**config.mk**
```make
export PLATFORM = sky130hd
export DESIGN_NAME = gen_lane_serializer
export DESIGN_NICKNAME = d
export VERILOG_FILES = /design/src/rtl/gen_ser_pkg.sv /design/src/rtl/gen_ser_lane.sv /design/src/rtl/gen_lane_serializer.sv
export SDC_FILE = /design/constraint.sdc
export NUM_CORES = 1
export LEC_CHECK = 0
export ABC_AREA = 1
export CELL_PAD_IN_SITES_DETAIL_PLACEMENT = 1
export CELL_PAD_IN_SITES_GLOBAL_PLACEMENT = 1
export CORE_ASPECT_RATIO = 1.5
export CORE_UTILIZATION = 48
export CTS_BUF_LIST = sky130_fd_sc_hd__clkbuf_16
export CTS_CLUSTER_SIZE = 20
export DETAILED_ROUTE_END_ITERATION = 8
export DONT_BUFFER_PORTS = 1
export PLACE_DENSITY_LB_ADDON = 0.1
export SYNTH_ARGS = -nofsm -noshare
export SYNTH_HDL_FRONTEND = slang
export SYNTH_SLANG_ARGS = --single-unit
```
**constraint.sdc**
```tcl
create_clock -name clk -period 4.1 [get_ports clk]
set_input_delay 0 -clock clk [delete_from_list [all_inputs] [get_ports clk]]
set_output_delay 0 -clock clk [all_outputs]
set_load 0.01 [all_outputs]
```
**src/rtl/gen_ser_pkg.sv**
```systemverilog
// Shared types and frame-length helper for the lane serializer.
// GEN_SER_PARITY_EN appends one even-parity bit per lane to every frame.
package gen_ser_pkg;

   typedef enum logic [1:0] {
      IDLE   = 2'd0,
      SHIFT  = 2'd1,
      PARITY = 2'd2
   } ser_state_t;

   localparam int DEF_NLANES = 2;
   localparam int DEF_WIDTH  = 8;
   localparam int DEF_CNT_W  = 4;

`ifdef GEN_SER_PARITY_EN
   localparam bit PAR_EN = 1'b1;
`else
   localparam bit PAR_EN = 1'b0;
`endif

   function automatic int frame_len(input int width);
      return PAR_EN ? width + 1 : width;
   endfunction

endpackage

```
**src/rtl/gen_ser_lane.sv**
```systemverilog
// One serial lane: loads a WIDTH-bit slice and presents it LSB-first.
// Latency: bit 0 visible the cycle after load. No backpressure; the top sequences load/shift.
module gen_ser_lane
   import gen_ser_pkg::*;
#(
   parameter int WIDTH = DEF_WIDTH
) (
   input  logic             clk,
   input  logic             rst,
   input  logic             load,
   input  logic             shift,
   input  logic [WIDTH-1:0] din,
   output logic             bit_out
);

   logic [WIDTH-1:0] shreg;

   always_ff @(posedge clk or posedge rst) begin
      if (rst) begin
         shreg <= '0;
      end else if (load) begin
         shreg <= din;
      end else if (shift) begin
         shreg <= {1'b0, shreg[WIDTH-1:1]};
      end
   end

   assign bit_out = shreg[0];

endmodule

```
**src/rtl/gen_lane_serializer.sv**
```systemverilog
// Multi-lane parallel-to-serial transmitter; GEN_SER_PARITY_EN adds a trailing parity bit per lane.
// Latency: first serial bit one cycle after accept. in_ready only in IDLE or on the final frame cycle.
module gen_lane_serializer
   import gen_ser_pkg::*;
#(
   parameter int NLANES = DEF_NLANES,
   parameter int WIDTH  = DEF_WIDTH,
   parameter int CNT_W  = DEF_CNT_W
) (
   input  logic                    clk,
   input  logic                    rst,
   input  logic                    in_valid,
   output logic                    in_ready,
   input  logic [NLANES*WIDTH-1:0] in_data,
   output logic                    ser_valid,
   output logic [NLANES-1:0]       ser_data,
   output logic                    ser_last,
   output logic [CNT_W-1:0]        frame_cnt
);

   localparam int FRAME_LEN = frame_len(WIDTH);
   localparam int IDX_W     = $clog2(WIDTH + 1);

   ser_state_t        state_q, state_n;
   logic [IDX_W-1:0]  idx_q, idx_n;
   logic              last_q, last_n;
   logic              accept;
   logic              shift_en;
   logic [NLANES-1:0] lane_bit;
   logic [NLANES-1:0] par_bit;

   // last_q marks the final frame cycle, which is also where the next word may be taken
   assign in_ready = ~rst & ((state_q == IDLE) | last_q);
   assign accept   = in_valid & in_ready;
   assign shift_en = (state_q == SHIFT) & ~accept;

   always_ff @(posedge clk or posedge rst) begin
      if (rst) begin
         state_q <= IDLE;
         idx_q   <= '0;
         last_q  <= 1'b0;
      end else begin
         state_q <= state_n;
         idx_q   <= idx_n;
         last_q  <= last_n;
      end
   end

   always_comb begin
      state_n = state_q;
      idx_n   = idx_q;
      if (accept) begin
         state_n = SHIFT;
         idx_n   = '0;
      end else begin
         case (state_q)
            SHIFT: begin
               if (idx_q == IDX_W'(WIDTH - 1)) begin
                  state_n = PAR_EN ? PARITY : IDLE;
               end else begin
                  idx_n = idx_q + IDX_W'(1);
               end
            end
            PARITY:  state_n = IDLE;
            default: state_n = state_q;
         endcase
      end
      last_n = (state_n == PARITY) |
               ((state_n == SHIFT) & (idx_n == IDX_W'(FRAME_LEN - 1)));
   end

   always_ff @(posedge clk or posedge rst) begin
      if (rst) begin
         frame_cnt <= '0;
      end else if (last_q) begin
         frame_cnt <= frame_cnt + CNT_W'(1);
      end
   end

   for (genvar i = 0; i < NLANES; i++) begin : lane_gen
      gen_ser_lane #(
         .WIDTH(WIDTH)
      ) u_lane (
         .clk    (clk),
         .rst    (rst),
         .load   (accept),
         .shift  (shift_en),
         .din    (in_data[i*WIDTH +: WIDTH]),
         .bit_out(lane_bit[i])
      );

      if (PAR_EN) begin : par_gen
         logic par_q;
         // folds in each bit as it goes out, so it is complete by the PARITY cycle
         always_ff @(posedge clk or posedge rst) begin
            if (rst) begin
               par_q <= 1'b0;
            end else if (accept) begin
               par_q <= 1'b0;
            end else if (state_q == SHIFT) begin
               par_q <= par_q ^ lane_bit[i];
            end
         end
         assign par_bit[i] = par_q;
      end else begin : nopar_gen
         assign par_bit[i] = 1'b0;
      end
   end

   assign ser_valid = (state_q != IDLE);
   assign ser_last  = last_q;
   assign ser_data  = (state_q == SHIFT)  ? lane_bit :
                      (state_q == PARITY) ? par_bit  : '0;

endmodule

```
==> flow_summary_export.csv, run 1 <==
group,metric,value,unit
run_status,status,"complete, no violations",
clock_network,post_cts_buffers,0,
synthesis,yosysUniqueCellTypes,19,
setup_path,reg2reg_to,"lane_gen[0].u_lane.shreg[2]",
pwr,powerDensity,645,nW/um^2
route,drt-pass1-iter-count,4,
place,dp_hpwl,1.93,mm
sta,max_slew_margin,46.8,%
synthesis,synth_top_area_cell,"dfrtp_1",
sta,tightest_slew,0.798,ns
synthesis,syn_nets,188,
pwr,vdd_ir_drop_max,0.000381,V
pwr,switching_share,39.4,%
place,numPortBuffers,0,
setup_path,startpoint_type,"register",
route,post-route-drc-count,0,
sta,hold_violations,0,
clock_network,cts_buffers,3,
layout,post-route-util,60.4,%
setup_path,setup.worst_path.start,"state_q[1]",
floorplanning,start_util,50.6,%
flow_run,cap_violations,0,
clock_network,clock_latency,0.26,ns
sta,setup_tns,0,ns
synthesis,yosysTopAreaCellShare,49.9,%
layout,seqCellArea,676,sq um
sta,rsz0062_at_grt,"no",
grt,grt_max_degree,37,
setup_path,crit_fanout,23,
pwr,switchingPower,0.411,mW
layout,syn2layout_area_growth,19.2,%
setup_path,regToRegStartpoint,"state_q[1]",
pwr,p_comb_share,36.1,%
sta,fin_crit,2.05,ns
sta,period_share,50.0,%
layout,drive_gt1_share,4.47,%
clock_network,cts.sinks,27,
layout,multi_input_area,563,sq um
grt,grt_pass1_vias,1220,
synthesis,ys_ff_latch,27,
min_path,holdCritPathClass,"primary input to output pin",
floorplanning,die_h,67.1,um
place,dp_slack,2.01,ns
clock_network,cts-htree-levels,1,
layout,final_nets,204,
synthesis,synthTopCellsByArea,"dfrtp_1, nand3_1, nand2_1",
sta,drv_slew,0,
floorplanning,rows,23,
synthesis,yosys_warnings,0,
grt,track_usage,22.4,%
pwr,power.share.clock,21.0,%
setup_path,r2r_cells,5,
sta,fin_worst_skew,0.00272,ns
grt,antenna_found_initial,0,
route,vias,1172,
synthesis,synth_cells,164,
synthesis,seq_area_frac_synth,49.9,%
synthesis,netlist_area,1360,sq um
clock_network,cts_tree,"yes",
setup_path,cp-end-kind,"register",
setup_path,required,4.24,ns
pwr,internal_power,0.631,mW
floorplanning,dieArea,3040,sq um
floorplanning,core,2680,sq um
sta,worst_slack,2.05,ns
pwr,leakagePower,0.833,nW
layout,nFillCells,325,
route,drt_iter0_markers,17,
synthesis,syn_area_per_cell,8.26,sq um
setup_path,ff2ff_setup_slack,2.05,ns
clock_network,post_cts_resized,0,
route,vias_per_cell,5.43,
setup_path,cp.arrival,2.18,ns
clock_network,clk_path_buf_depth,2,
route,ant_nets,0,
sta,max_freq,488,MHz
grt,grt-ovfl-total,0,
setup_path,critPathCapture,"lane_gen[0].u_lane.shreg[2]",
sta,holdWs,0.0464,ns
route,wl_per_cell,14.0,um
sta,setup_viol,0,
route,totalWireLength,3.02,mm
clock_network,cts-root-buf,"clkbuf_16",
setup_path,critPathKind,"register to register",
clock_network,path_clk_slew,0.07,ns
floorplanning,die_w,45.4,um
layout,num_antenna_cells,0,
floorplanning,boundaryPins,28,
pwr,power.total,1.04,mW
place,gp_congestion,0.765,
pwr,p_seq_share,43.0,%
grt,grt_pass1_wl,4.95,mm
worst min-delay path by stage:
stage	startpoint	to	slack, ns	cells after the start
finish	rst	in_ready	0.05	1
global route	rst	in_ready	0.05	1
CTS	rst	in_ready	0.05	1
detailed placement	rst	in_ready	0.05	1
global placement	rst	ser_last	0.05	2
floorplan	rst	in_ready	0.04	1
layout make-up:
type                    count  share of cell area, %
inverters                  19                   4.57
multi-input cells         111                   34.9
well taps                  37                   2.87
repair buffers             18                   11.0
clock inverters             1                  0.232
clock buffers               3                   4.65
flip-flops and latches     27                   41.8
cells by family after synthesis:
| logic type | Yosys count | share of synthesized area, % |
|---|---|---|
| simple gates | 100 | 33.9 |
| flops | 27 | 49.9 |
| buf+inv | 26 | 8.59 |
| fa+ha+maj | 5 | 4.62 |
| compound gates | 3 | 1.11 |
| xor+xnor | 3 | 1.94 |
registers in the layout, summed over array words and instances, names as in the netlist:
signal and count:
frame_cnt 4, idx_q 4, lane_gen.u_lane.shreg 16, ser_last 1
state_q 2
power by group through the flow:
stage                     Clock [mW]  Combinational, mW  Sequential (mW)
after CTS                      0.223              0.383            0.447
after global routing           0.231              0.438            0.459
final                          0.219              0.376            0.447
after floorplan                    0              0.308            0.431
after detailed placement           0              0.366            0.451
after global placement             0              0.344            0.445
layout by cell type (no fill, tap or decap), types with 2 or more instances in the layout:
master / Yosys / layout
ha_1: 5 / 5
dfrtp_1: 27 / 27
a21oi_1: 3 / 3
inv_1: 17 / 18
xor2_1: 2 / 2
clkbuf_16: 0 / 3
nand2_1: 37 / 37
nor2_1: 8 / 8
dlygate4sd3_1: 0 / 17
nand3_1: 51 / 51
critical path: stages (launching register included):
cell and delay (ns):
dfrtp_1 0.39, inv_1 0.08, ha_1 0.67, inv_1 0.46, nand3_1 0.22, nand3_1 0.09
metrics by stage:
step                      std cells  instance area, sq um
after floorplan                 164                  1360
after global placement          195                  1370
after detailed placement        195                  1370
after CTS                       216                  1620
after global routing            216                  1620
final                           216                  1620
repair_timing:
item	CTS	global route
endpoints found under the hold margin	43	0
endpoints found under the setup margin	0	0
hold buffers	17	0
synth_stat cells, drive strengths merged:
cell type	count
a21oi	3
xnor2	1
nand4	1
nor2	8
nor3	1
nand3	52
inv	19
buf	7
ha	5
nand2	38
xor2	2
dfrtp	27
metal layers:
| layer | wire length, um | up-vias | global-route usage (%) | share of wire (%) |
|---|---|---|---|---|
| met1 | 1270 | 583 | 24.5 | 42 |
| met4 | 46 | 0 | 10.2 | 1.5 |
| met5 | 0 | - | 0 | 0 |
| met3 | 52 | 6 | 2.44 | 1.7 |
| met2 | 1650 | 23 | 41.1 | 55 |
| li1 | - | 560 | - | - |
Power figures use the tool's default switching activity.
==> inputs of run 2 (changes only) <==
- CORE_UTILIZATION: 48 -> 40
- clock period: 4.1 -> 1.8 ns (I/O delays scaled with it)
==> flow_summary_export.csv, run 2 (same netlist as run 1, synthesis figures left out) <==
group,metric,value,unit
run_status,status,"complete, no violations",
place,dp_slack,0.238,ns
layout,top_regs,"lane_gen.u_lane.shreg: 16 flops, frame_cnt: 4 flops, idx_q: 4 flops",
layout,layout_common_cells,"nand3_1, nand2_1, dfrtp_1",
sta,holdWs,0.0488,ns
clock_network,clock_latency,0.26,ns
layout,largest_register_ffs,16,
sta,tightest_slew,0.520,ns
floorplanning,start_util,42.5,%
setup_path,reg2reg_to,"lane_gen[1].u_lane.shreg[2]",
clock_network,cts-htree-levels,1,
layout,mostFrequentLayoutCell,"nand3_1",
sta,fin_worst_skew,0.00340,ns
route,vias,1152,
floorplanning,core,3190,sq um
setup_path,critPathCapture,"lane_gen[1].u_lane.shreg[2]",
route,drt-pass1-iter-count,4,
setup_path,crit_fanout,30,
route,post-route-drc-count,0,
clock_network,cts-root-buf,"clkbuf_16",
grt,antenna_found_initial,0,
place,dp_hpwl,1.93,mm
setup_path,critPathKind,"register to register",
clock_network,cts.sinks,27,
layout,syn2layout_area_growth,21.4,%
place,gp_congestion,0.750,
grt,use_met1,19.8,%
sta,max_freq,613,MHz
layout,stdcell_area,1650,sq um
grt,grt-ovfl-total,0,
clock_network,post_cts_resized,0,
grt,gr-max-usage-layer,"met2",
clock_network,clk_path_buf_depth,2,
pwr,vdd_ir_drop_max,0.000638,V
grt,use_met3,2.90,%
sta,hold_violations,0,
route,vias_per_cell,5.19,
setup_path,regToRegStartpoint,"state_q[0]",
grt,grt_pass1_wl,5.15,mm
sta,max_slew_margin,65.3,%
setup_path,cp.arrival,1.83,ns
route,drt_iter0_markers,17,
flow_run,cap_violations,0,
floorplanning,dieArea,3630,sq um
sta,setup_tns,0,ns
floorplanning,boundaryPins,28,
sta,drv_slew,0,
route,ant_nets,0,
sta,worst_slack,0.167,ns
place,numPortBuffers,0,
floorplanning,rows,25,
clock_network,cts_buffers,3,
setup_path,ff2ff_setup_slack,0.17,ns
min_path,holdCritPathClass,"primary input to output pin",
grt,grt_max_degree,31,
sta,fin_crit,1.63,ns
sta,setup_viol,0,
grt,gr-usage-met2,36.8,%
grt,track_usage,19.2,%
route,totalWireLength,2.98,mm
pwr,powerDensity,1460,nW/um^2
layout,final_nets,207,
setup_path,cp-end-kind,"register",
pwr,leakagePower,0.845,nW
layout,drive_gt1_share,6.04,%
sta,rsz0062_at_grt,"no",
grt,grt_pass1_vias,1201,
setup_path,startpoint_type,"register",
layout,num_antenna_cells,0,
floorplanning,die_h,73.3,um
place,postPlaceCellArea,1390,sq um
route,wl_per_cell,13.4,um
setup_path,setup.worst_path.start,"state_q[0]",
floorplanning,die_w,49.5,um
pwr,power.total,2.40,mW
setup_path,r2r_cells,8,
setup_path,required,2.00,ns
layout,largest-register,"lane_gen.u_lane.shreg",
sta,period_share,90.7,%
clock_network,cts_tree,"yes",
clock_network,path_clk_slew,0.07,ns
-- run 2: final cells by class --
| class | instances | area [sq um] |
|---|---|---|
| clock buffers | 3 | 75.1 |
| clock inverters | 1 | 5.00 |
| fillers | 407 | 1550 |
| inverters | 19 | 73.8 |
| multi-input cells | 111 | 563 |
| flip-flops and latches | 27 | 676 |
| well taps | 40 | 50.0 |
| repair buffers | 21 | 203 |
-- run 2: layer usage --
metal | wire length [um] | vias up
met5 | 0 | -
met4 | 60 | 0
met3 | 88 | 5
met2 | 1640 | 21
met1 | 1190 | 558
li1 | - | 568
-- run 2: power breakdown --
group	total, mW	leakage, nW	switching, mW	internal (mW)
clock network	0.504	0.0409	0.205	0.300
registers	1.02	0.349	0.180	0.835
logic	0.879	0.455	0.557	0.322
total	2.40	0.845	0.942	1.46
-- run 2: metrics by stage --
step	utilization, %	instances
2_1_floorplan	-	164
3_3_place_gp	43.4	200
3_5_place_dp	43.4	200
4_1_cts	51.6	222
5_1_grt	51.6	222
6_report	51.6	222
-- run 2: worst min-delay path by stage --
| stage | start | to | slack [ns] | depth (start not counted) |
|---|---|---|---|---|
| CTS | rst | in_ready | 0.05 | 1 |
| global placement | rst | in_ready | 0.05 | 1 |
| global route | rst | in_ready | 0.05 | 1 |
| detailed placement | rst | in_ready | 0.05 | 1 |
| finish | rst | in_ready | 0.05 | 1 |
| floorplan | rst | in_ready | 0.04 | 1 |
-- run 2: worst max-delay path, cell delays in order (launching register included) --
cell and delay [ns]:
dfrtp_1 0.38, inv_1 0.07, ha_1 0.19, inv_1 0.15, nand2_2 0.09, nand3_4 0.11
buf_4 0.30, nand3_1 0.15, nand3_1 0.13
-- run 2: timing repair --
action	4_1_cts	5_1_grt
hold buffers	18	0
endpoints found under the hold margin	44	0
setup buffers	0	0
